File: config.mk
export PLATFORM = sky130hd
export DESIGN_NAME = vga_coord_bars
export DESIGN_NICKNAME = d
export VERILOG_FILES = /design/src/rtl/vga_coord_bars.sv
export SDC_FILE = /design/constraint.sdc
export NUM_CORES = 1
export LEC_CHECK = 0
export CAP_MARGIN = 5
export CELL_PAD_IN_SITES_DETAIL_PLACEMENT = 2
export CELL_PAD_IN_SITES_GLOBAL_PLACEMENT = 2
export CORE_ASPECT_RATIO = 0.9
export CORE_MARGIN = 3
export CORE_UTILIZATION = 37
export DETAILED_ROUTE_END_ITERATION = 7
export PLACE_DENSITY = 0.78
export SLEW_MARGIN = 20
export SYNTH_ARGS = -nofsm -noshare
export SYNTH_HDL_FRONTEND = slang
export SYNTH_SLANG_ARGS = --single-unit
File: constraint.sdc
create_clock -name MAX10_CLK1_50 -period 5.9 [get_ports MAX10_CLK1_50]
set_input_delay 0.59 -clock MAX10_CLK1_50 [delete_from_list [all_inputs] [get_ports MAX10_CLK1_50]]
set_output_delay 0.59 -clock MAX10_CLK1_50 [all_outputs]
set_load 0.02 [all_outputs]
File: src/rtl/vga_coord_bars.sv
// rtl/vga_coord_bars.sv - VGA timing plus N_CH coordinate bar/marker renderer
//
// Ports:
//   MAX10_CLK1_50  system clock; pixels advance every CLK_DIV cycles
//   rst_n          asynchronous active-low reset
//   coords         N_CH packed coordinates, channel k at [k*COORD_W +: COORD_W]
//   mode           0 = bar graph, 1 = 4-pixel position marker
//   hsync_out      horizontal sync, active level HS_POL
//   vsync_out      vertical sync, active level VS_POL
//   VGA_R/G/B      4-bit colour, 000 outside the active area
//   frame_start    one-clock pulse on the pixel that wraps the frame
//   frame_count    completed-frame counter, wraps at 16 bits
module vga_coord_bars #(
    parameter int CLK_DIV  = 2,
    parameter int H_ACTIVE = 640,
    parameter int H_FP     = 16,
    parameter int H_SYNC   = 96,
    parameter int H_BP     = 48,
    parameter int V_ACTIVE = 480,
    parameter int V_FP     = 10,
    parameter int V_SYNC   = 2,
    parameter int V_BP     = 33,
    parameter bit HS_POL   = 1'b0,
    parameter bit VS_POL   = 1'b0,
    parameter int N_CH     = 3,
    parameter int COORD_W  = 10,
    parameter int BAR_H    = 32,
    parameter int BAR_GAP  = 16
) (
    input  logic                    MAX10_CLK1_50,
    input  logic                    rst_n,
    input  logic [N_CH*COORD_W-1:0] coords,
    input  logic                    mode,
    output logic                    hsync_out,
    output logic                    vsync_out,
    output logic [3:0]              VGA_R,
    output logic [3:0]              VGA_G,
    output logic [3:0]              VGA_B,
    output logic                    frame_start,
    output logic [15:0]             frame_count
);

    localparam int H_TOTAL = H_ACTIVE + H_FP + H_SYNC + H_BP;
    localparam int V_TOTAL = V_ACTIVE + V_FP + V_SYNC + V_BP;
    localparam int DIV_W   = (CLK_DIV > 1) ? $clog2(CLK_DIV) : 1;
    localparam int HW      = $clog2(H_TOTAL);
    localparam int VW      = $clog2(V_TOTAL);
    localparam int PW      = COORD_W + 11;

    localparam logic [DIV_W-1:0] DIV_LAST = DIV_W'(CLK_DIV - 1);
    localparam logic [HW-1:0]    H_LAST   = HW'(H_TOTAL - 1);
    localparam logic [VW-1:0]    V_LAST   = VW'(V_TOTAL - 1);
    localparam logic [VW-1:0]    V_LATCH  = VW'(V_ACTIVE - 1);

    logic [DIV_W-1:0]        div;
    logic                    pix_en;
    logic [HW-1:0]           h;
    logic [VW-1:0]           v;
    logic                    h_wrap;
    logic                    frame_wrap;
    logic                    latch_now;
    logic [N_CH*COORD_W-1:0] shadow_coords;
    logic                    shadow_mode;
    logic                    hs_act;
    logic                    vs_act;
    logic [11:0]             rgb_next;

    // Render scratch, all written with defaults before use in always_comb.
    int                      px;
    int                      py;
    int                      row_lo;
    int                      len;
    logic [PW-1:0]           prod;
    logic                    ch_hit;
    logic [11:0]             ch_rgb;

    function automatic logic [11:0] ch_colour(input int k);
        case (k)
            0:       ch_colour = 12'hF00;
            1:       ch_colour = 12'h0F0;
            2:       ch_colour = 12'h00F;
            default: ch_colour = 12'hFFF;
        endcase
    endfunction

    assign pix_en     = (div == DIV_LAST);
    assign h_wrap     = (h == H_LAST);
    assign frame_wrap = h_wrap && (v == V_LAST);
    // Latch on the last pixel of the last active line so the whole next
    // frame renders from one consistent coordinate set.
    assign latch_now  = h_wrap && (v == V_LATCH);

    always_comb begin
        hs_act = (int'(h) >= H_ACTIVE + H_FP) && (int'(h) < H_ACTIVE + H_FP + H_SYNC);
        vs_act = (int'(v) >= V_ACTIVE + V_FP) && (int'(v) < V_ACTIVE + V_FP + V_SYNC);
    end

    always_comb begin
        px       = int'(h);
        py       = int'(v);
        row_lo   = 0;
        len      = 0;
        prod     = '0;
        ch_hit   = 1'b0;
        ch_rgb   = 12'h000;
        rgb_next = 12'h000;

        // Rows are disjoint, so at most one channel can claim a pixel.
        for (int k = 0; k < N_CH; k++) begin
            row_lo = BAR_GAP + k * (BAR_H + BAR_GAP);
            prod   = PW'(shadow_coords[k*COORD_W +: COORD_W]) * PW'(H_ACTIVE);
            len    = int'(prod >> COORD_W);
            if (py >= row_lo && py < row_lo + BAR_H) begin
                // Marker clipping at the right edge falls out of the
                // active-area gate below.
                if (shadow_mode ? (px >= len && px <= len + 3) : (px < len)) begin
                    ch_hit = 1'b1;
                    ch_rgb = ch_colour(k);
                end
            end
        end

        if (px < H_ACTIVE && py < V_ACTIVE) begin
            if (px == 0 || px == H_ACTIVE - 1 || py == 0 || py == V_ACTIVE - 1) begin
                rgb_next = 12'hFFF;
            end else if (ch_hit) begin
                rgb_next = ch_rgb;
            end else begin
                rgb_next = 12'h113;
            end
        end
    end

    always_ff @(posedge MAX10_CLK1_50 or negedge rst_n) begin
        if (!rst_n) begin
            div <= '0;
        end else if (pix_en) begin
            div <= '0;
        end else begin
            div <= div + DIV_W'(1);
        end
    end

    always_ff @(posedge MAX10_CLK1_50 or negedge rst_n) begin
        if (!rst_n) begin
            h             <= '0;
            v             <= '0;
            shadow_coords <= '0;
            shadow_mode   <= 1'b0;
        end else if (pix_en) begin
            h <= h_wrap ? '0 : h + HW'(1);
            if (h_wrap) begin
                v <= (v == V_LAST) ? '0 : v + VW'(1);
            end
            if (latch_now) begin
                shadow_coords <= coords;
                shadow_mode   <= mode;
            end
        end
    end

    // Outputs reflect the pixel present before the increment, giving sync
    // and colour the same single pixel of latency.
    always_ff @(posedge MAX10_CLK1_50 or negedge rst_n) begin
        if (!rst_n) begin
            hsync_out              <= ~HS_POL;
            vsync_out              <= ~VS_POL;
            {VGA_R, VGA_G, VGA_B}  <= 12'h000;
            frame_start            <= 1'b0;
            frame_count            <= 16'd0;
        end else begin
            frame_start <= pix_en && frame_wrap;
            if (pix_en) begin
                hsync_out             <= hs_act ? HS_POL : ~HS_POL;
                vsync_out             <= vs_act ? VS_POL : ~VS_POL;
                {VGA_R, VGA_G, VGA_B} <= rgb_next;
                if (frame_wrap) begin
                    frame_count <= frame_count + 16'd1;
                end
            end
        end
    end

endmodule
# [Word level (Yosys, flattened, before mapping)]
# Index checks and enable logic that the tools add are counted.
# W data, S select, Z words.
[word_totals] elab_cells=91 in_bits=33 reg_bits=83 output_inout_bits=31
[op_classes] n_mux=23 n_eq_ne=5 n_mul=3 n_reduce_logical=20 magnitude_cmp=21 addsub=7
[ops] cell="$mux W12" n=9
[ops] cell="$eq A10 B10 Y1 const B" n=4
[ops] cell="$mul A10 B3 Y13 const B" n=3
[ops] cell="$add A10 B2 Y11 const B" n=3
[ops] cell="$le A10 B11 Y1" n=3
[ops] cell="$ge A10 B10 Y1" n=3
[ops] cell="$lt A10 B10 Y1" n=3
[ops] cell="$add A10 B1 Y10 const B" n=2
[ops] cell="$ge A10 B7 Y1 const B" n=2
[ops] cell="$logic_not A10 Y1" n=2
[ops] cell="$lt A10 B10 Y1 const B" n=2
[ops] cell="$lt A10 B9 Y1 const B" n=2
[ops] cell="$mux W10" n=2
[ops] cell="$add A16 B1 Y16 const B" n=1
[ops] cell="$logic_and A1 B1 Y1" n=12
[ops] cell="$mux W1" n=12
[ops] cell="$eq A10 B9 Y1 const B" n=1
[ops] cell="$ge A10 B10 Y1 const B" n=1
[ops] cell="$ge A10 B5 Y1 const B" n=1
[ops] cell="$ge A10 B9 Y1 const B" n=1
[ops] cell="$lt A10 B6 Y1 const B" n=1
[ops] cell="$lt A10 B7 Y1 const B" n=1
[ops] cell="$lt A10 B8 Y1 const B" n=1
[ops] cell="$reduce_and A2 Y1" n=3
[ops] cell="2 further kinds" n=4

# [Depth between registers and ports, before layout]
[depth] depth_word=14 depth_mapped=19 ltp_nobuf=19

# [Least setup slack after synthesis]
# OpenSTA, ideal clock, no wires.
[synth_path] path_kind="flip-flop to flip-flop" from="register shadow_coords[3]" to="register VGA_R[0]" t_arrival_ps=4224 path_stages_with_launch=19 required_ps=5761 synth_period_minus_slack_ps=4363 setup_slack_ps=1537 path_cell_list="dfrtp_1 ha_1 ha_1 inv_1 fa_1 nor2b_1 o21ai_0 a21oi_1 nand2_1 a2111oi_2 nand3_1 xor2_1 ha_1 a21o_1 a21oi_1 or4bb_1 a2111oi_0 or3_1 o221ai_1"
[synth_via] elab_chain_cells=14
[synth_lines] element="start, declared" line_no="62" rtl="logic [N_CH*COORD_W-1:0] shadow_coords;"
[synth_lines] element="start signal, assigned" line_no="156" rtl="shadow_coords <= coords;"
[synth_lines] element="$mul A10 B3 Y13 (*)" line_no="111" rtl="prod = PW'(shadow_coords[k*COORD_W +: COORD_W]) * PW'(H_ACTIVE);"
[synth_lines] element="$add A10 B2 Y11" line_no="116" rtl="if (shadow_mode ? (px >= len && px <= len + 3) : (px < len)) begin"
[synth_lines] element="$le A10 B11 Y1" line_no="116"
[synth_lines] element="$logic_and A1 B1 Y1" line_no="116"
[synth_lines] element="$mux W1 (*)" line_no="116"
[synth_lines] element="$mux W12 / $mux W1 (equally long branches)" line_no="116"
[synth_lines] element="$mux W12 / $mux W1 (equally long branches)" line_no="113" rtl="if (py >= row_lo && py < row_lo + BAR_H) begin"
[synth_lines] element="$mux W12 / $mux W1 (equally long branches)" line_no="116"
[synth_lines] element="$mux W12 / $mux W1 (equally long branches)" line_no="113"
[synth_lines] element="$mux W12 / $mux W1 (equally long branches)" line_no="116"
[synth_lines] element="$mux W12 / $mux W1 (equally long branches)" line_no="113"
[synth_lines] element="$mux W12 (*)" line_no="126" rtl="end else if (ch_hit) begin"
[synth_lines] element="$mux W12 (*)" line_no="124" rtl="if (px == 0 || px == H_ACTIVE - 1 || py == 0 || py == V_ACTIVE - 1) begin"
[synth_lines] element="$mux W12 (*)" line_no="123" rtl="if (px < H_ACTIVE && py < V_ACTIVE) begin"
[synth_lines] element="end signal, assigned" line_no="176" rtl="{VGA_R, VGA_G, VGA_B} <= rgb_next;"
[synth_lines] element="end, declared" line_no="36" rtl="output logic [3:0] VGA_R,"
# Mark *: on every way between the ends. The rest lies on a longest branch, timed or not.
# A chain may end at the register's enable or synchronous reset.

# [Final worst setup path]
[layout_path] from="register shadow_coords[3]" to="register VGA_G[0]"
[layout_via] elab_chain_cells=14
[layout_lines] element="$mul A10 B3 Y13 (*)" line_no="111"
[layout_lines] element="$add A10 B2 Y11" line_no="116"
[layout_lines] element="$le A10 B11 Y1" line_no="116"
[layout_lines] element="$logic_and A1 B1 Y1" line_no="116"
[layout_lines] element="$mux W1 (*) (2 in series)" line_no="116"
[layout_lines] element="$mux W1 (*)" line_no="113"
[layout_lines] element="$mux W1" line_no="116"
[layout_lines] element="$mux W1 (*)" line_no="113"
[layout_lines] element="$mux W1" line_no="116"
[layout_lines] element="$mux W1 (*)" line_no="113"
[layout_lines] element="$mux W12 (*)" line_no="126"
[layout_lines] element="$mux W12 (*)" line_no="124"
[layout_lines] element="$mux W12 (*)" line_no="123"
[layout_lines] element="end signal, assigned" line_no="176"
[layout_lines] element="end, declared" line_no="37" rtl="output logic [3:0] VGA_G,"
# Marked as above.

==> results.sh <==
export IMPL_synth_area_leaders="dfrtp_1 29%, ha_1 22%, xnor2_1 6.1%, mux2_2 5.6%, a21oi_1 3.0%"
export IMPL_end_kind="flip-flop"
export IMPL_crit_fanout=3
export IMPL_syn_to_final_growth_pct=17.1
export IMPL_cts_sinks=77
export IMPL_wl_met3_um=187
export IMPL_period_needed_ns=5.24
export IMPL_cap_viol_max_count=0
export IMPL_drive_above_1_share_pct=8.84
export IMPL_gr_total_overflow=0
export IMPL_nets=892
export IMPL_grt_setup_unrepaired="no"
export IMPL_port_buffers=63
export IMPL_fillers=1839
export IMPL_start_kind="flip-flop"
export IMPL_multi_input_area_um2=4370
export IMPL_netlist_area_leader_share_pct=28.5
export IMPL_synthFlopType="dfrtp_1"
export IMPL_synthArstFlopShare_pct=100
export IMPL_synthCells=686
export IMPL_gr_usage_all_layers_pct=19.6
export IMPL_combPwrFrac_pct=32.8
export IMPL_ys_warn_count=0
export IMPL_die_area_um2=19400
export IMPL_initial_utilization_pct=38.3
export IMPL_yosys_top_cells_count="114 x ha_1, 75 x dfrtp_1, 47 x inv_1, 46 x xnor2_1, 42 x nand2_1"
export IMPL_die_h_um=133
export IMPL_antenna_found_initial=0
export IMPL_finalWirelength_mm=18.5
export IMPL_fin_setup_tns_ns=0
export IMPL_ctsResizeCount=0
export IMPL_timing_worst_slew_pin_value_ns=0.709
export IMPL_std_cell_rows=45
export IMPL_drt_iter0_drc=118
export IMPL_r2r_start="shadow_coords[3]$_DFFE_PN0P_"
export IMPL_ys_seq_area_share_pct=29.3
export IMPL_syn_area_um2=6580
export IMPL_drt_first_pass_iters=4
export IMPL_grt_max_degree=78
export IMPL_postSynthRegisterBits=77
export IMPL_min_path_type="in2async"
export IMPL_swShare_pct=33.1
export IMPL_yosysMostFrequentCell="ha_1"
export IMPL_path_cells="ha_1, ha_1, inv_1, fa_1, nor2b_1, o21ai_0, a21oi_1, nand2_1, a2111oi_2, nand3_1, xor2_1, ha_1, a21o_1, a21oi_1, or4bb_1, a2111oi_0, or3_1, o221ai_1"
export IMPL_grt_pass1_vias=6185
export IMPL_reg2regPathDepth=18
export IMPL_coreArea_um2=17200
export IMPL_grt_pass1_wl_mm=31.4
export IMPL_path_common_cell="ha_1"
export IMPL_crit_slowest_cell="a2111oi_0"
export IMPL_outcome="completed"
export IMPL_r2r_setup_slack_ns=0.66
export IMPL_wl_met2_mm=9.58
export IMPL_top_layer_used="met4"
export IMPL_synth_edf_count=0
export IMPL_seq_area_um2=1930
export IMPL_num_vias=5367
export IMPL_yosys_area_top_type="dfrtp_1"
export IMPL_period_share_pct=88.8
export IMPL_drv_slew=0
export IMPL_internal_power_w=0.00111
export IMPL_critPathLaunch="shadow_coords[3]$_DFFE_PN0P_"
export IMPL_cts_made_buffers=9
export IMPL_cts_tree="built"
export IMPL_cp_required_ns=6.07
export IMPL_cp_arrival_ns=5.41
export IMPL_routed_via_density=5.47
export IMPL_wl_per_cell_um=18.9
export IMPL_power_frac_seq_pct=33.0
export IMPL_postCtsSetupBuffers=0
export IMPL_endpoint="VGA_G[0]$_DFFE_PN0P_"
export IMPL_ant_nets=0
export IMPL_syn_area_per_cell_um2=9.59
export IMPL_syn_nets=836
export IMPL_place_ws_ns=0.779
export IMPL_cts_root_buf="clkbuf_16"
export IMPL_setup_ws_ns=0.663
export IMPL_power_frac_clock_pct=34.2
export IMPL_fmax_mhz=191
export IMPL_hold_violations=0
export IMPL_antenna_cells=0
export IMPL_io_pins=64
export IMPL_skew_ns=0.0126
export IMPL_p_per_area_nw_per_um2=216
export IMPL_clk_latency_ns=0.35
export IMPL_clk_transition_reported_paths_ns=0.06
export IMPL_drc=0
export IMPL_clockBufferDepth=2
export IMPL_vdd_ir_drop_max_mv=0.128
export IMPL_power_switching_w=0.000551
export IMPL_power_leakage_nw=3.47
export IMPL_finalSetupViolCount=0
export IMPL_met1_length_mm=8.52
export IMPL_critPathKind="reg2reg"
export IMPL_synth_cell_types=67
export IMPL_reg2reg_to="VGA_G[0]$_DFFE_PN0P_"
export IMPL_die_w_um=147
export IMPL_post_dp_hpwl_mm=14.6
export IMPL_gp_congestion=0.788
export IMPL_relSlewSlack_pct=51.5
export IMPL_cts_htree_levels=3
export IMPL_hold_buffers=0
export IMPL_max_stage_delay_ns=0.65
## how the worst min path moves through the flow
stage                                                to  slack (ns)  depth (start not counted)
after floorplan                    VGA_B[1]$_DFFE_PN0P_        0.29                          0
after global placement      frame_count[15]$_DFFE_PN0P_        0.46                          1
after detailed placement     frame_count[9]$_DFFE_PN0P_        0.49                          1
after CTS                 shadow_coords[19]$_DFFE_PN0P_        0.46                          1
after global routing      shadow_coords[15]$_DFFE_PN0P_        0.35                          1
final                     shadow_coords[19]$_DFFE_PN0P_        0.25                          1
## cell type report
class                   instances  share of cell area, %
well taps                     235                   3.82
multi-input cells             543                   56.7
clock buffers                  10                   2.97
repair buffers                 64                   8.30
flip-flops and latches         77                   25.0
inverters                      47                   2.29
clock inverters                 6                  0.893
## per-stage QoR
| stage | hold slack, ns | utilization (%) | instances | power [W] | instance area [um^2] |
|---|---|---|---|---|---|
| after global routing | 0.349 | 44.9 | 982 | 0.00178 | 7710 |
| after floorplan | 0.294 | - | 686 | 0.000942 | 6580 |
| after CTS | 0.461 | 44.9 | 982 | 0.00169 | 7700 |
| after global placement | 0.462 | 43.1 | 966 | 0.00106 | 7400 |
| final | 0.245 | 44.9 | 982 | 0.00166 | 7710 |
| after detailed placement | 0.487 | 43.1 | 966 | 0.00110 | 7400 |
## layout by cell type, fill, tap and decap left out, drive strengths merged, types with 33 or more instances in the layout
cell type,synthesis,final
xnor2,46,46
a21oi,39,39
o21ai,39,39
dfrtp,75,75
nor2,39,39
mux2,33,33
clkdlybuf4s50,0,62
inv,47,50
ha,114,114
nand2,42,42
## worst max-delay path, delay by kind of cell, from the launching register on
| kind | cells | cell delay [ns] |
|---|---|---|
| AOI/OAI and AO/OA | 7 | 1.91 |
| xor gates and xnor gates | 1 | 0.17 |
| adders and majority gates | 4 | 1.27 |
| buffers and inverters | 1 | 0.07 |
| DFF | 1 | 0.40 |
| and+or+nand+nor | 5 | 1.24 |
## cell families after synthesis
family          after synthesis  synth area share [%]
mux                          34                  5.80
buf+inv                      66                  4.30
compound gates              151                  14.8
fa+ha+maj                   117                  22.6
xor+xnor                     63                  8.38
simple gates                178                  14.9
flops                        77                  29.3
## layer usage
layer  up-vias  GRT usage, %
met5         -             0
li1       2589             -
met3        18          1.88
met4         0          5.17
met1      2732          24.7
met2        28          35.8
## power by group through the flow
stage	sequential, W	combinational, W	clock (W)
finish	0.000550	0.000545	0.000569
global route	0.000551	0.000626	0.000608
CTS	0.000550	0.000553	0.000586
detailed placement	0.000560	0.000544	0
global placement	0.000559	0.000498	0
floorplan	0.000555	0.000386	0
## state kept, by name (all words and copies together), names as in the netlist
name	cells
VGA_G	2
div	1
VGA_B	2
shadow_coords	30
shadow_mode	1
VGA_R	2
vsync_out	1
frame_count	16
h	10
frame_start	1
hsync_out	1
v	10
(Power assumes the default switching activity.)
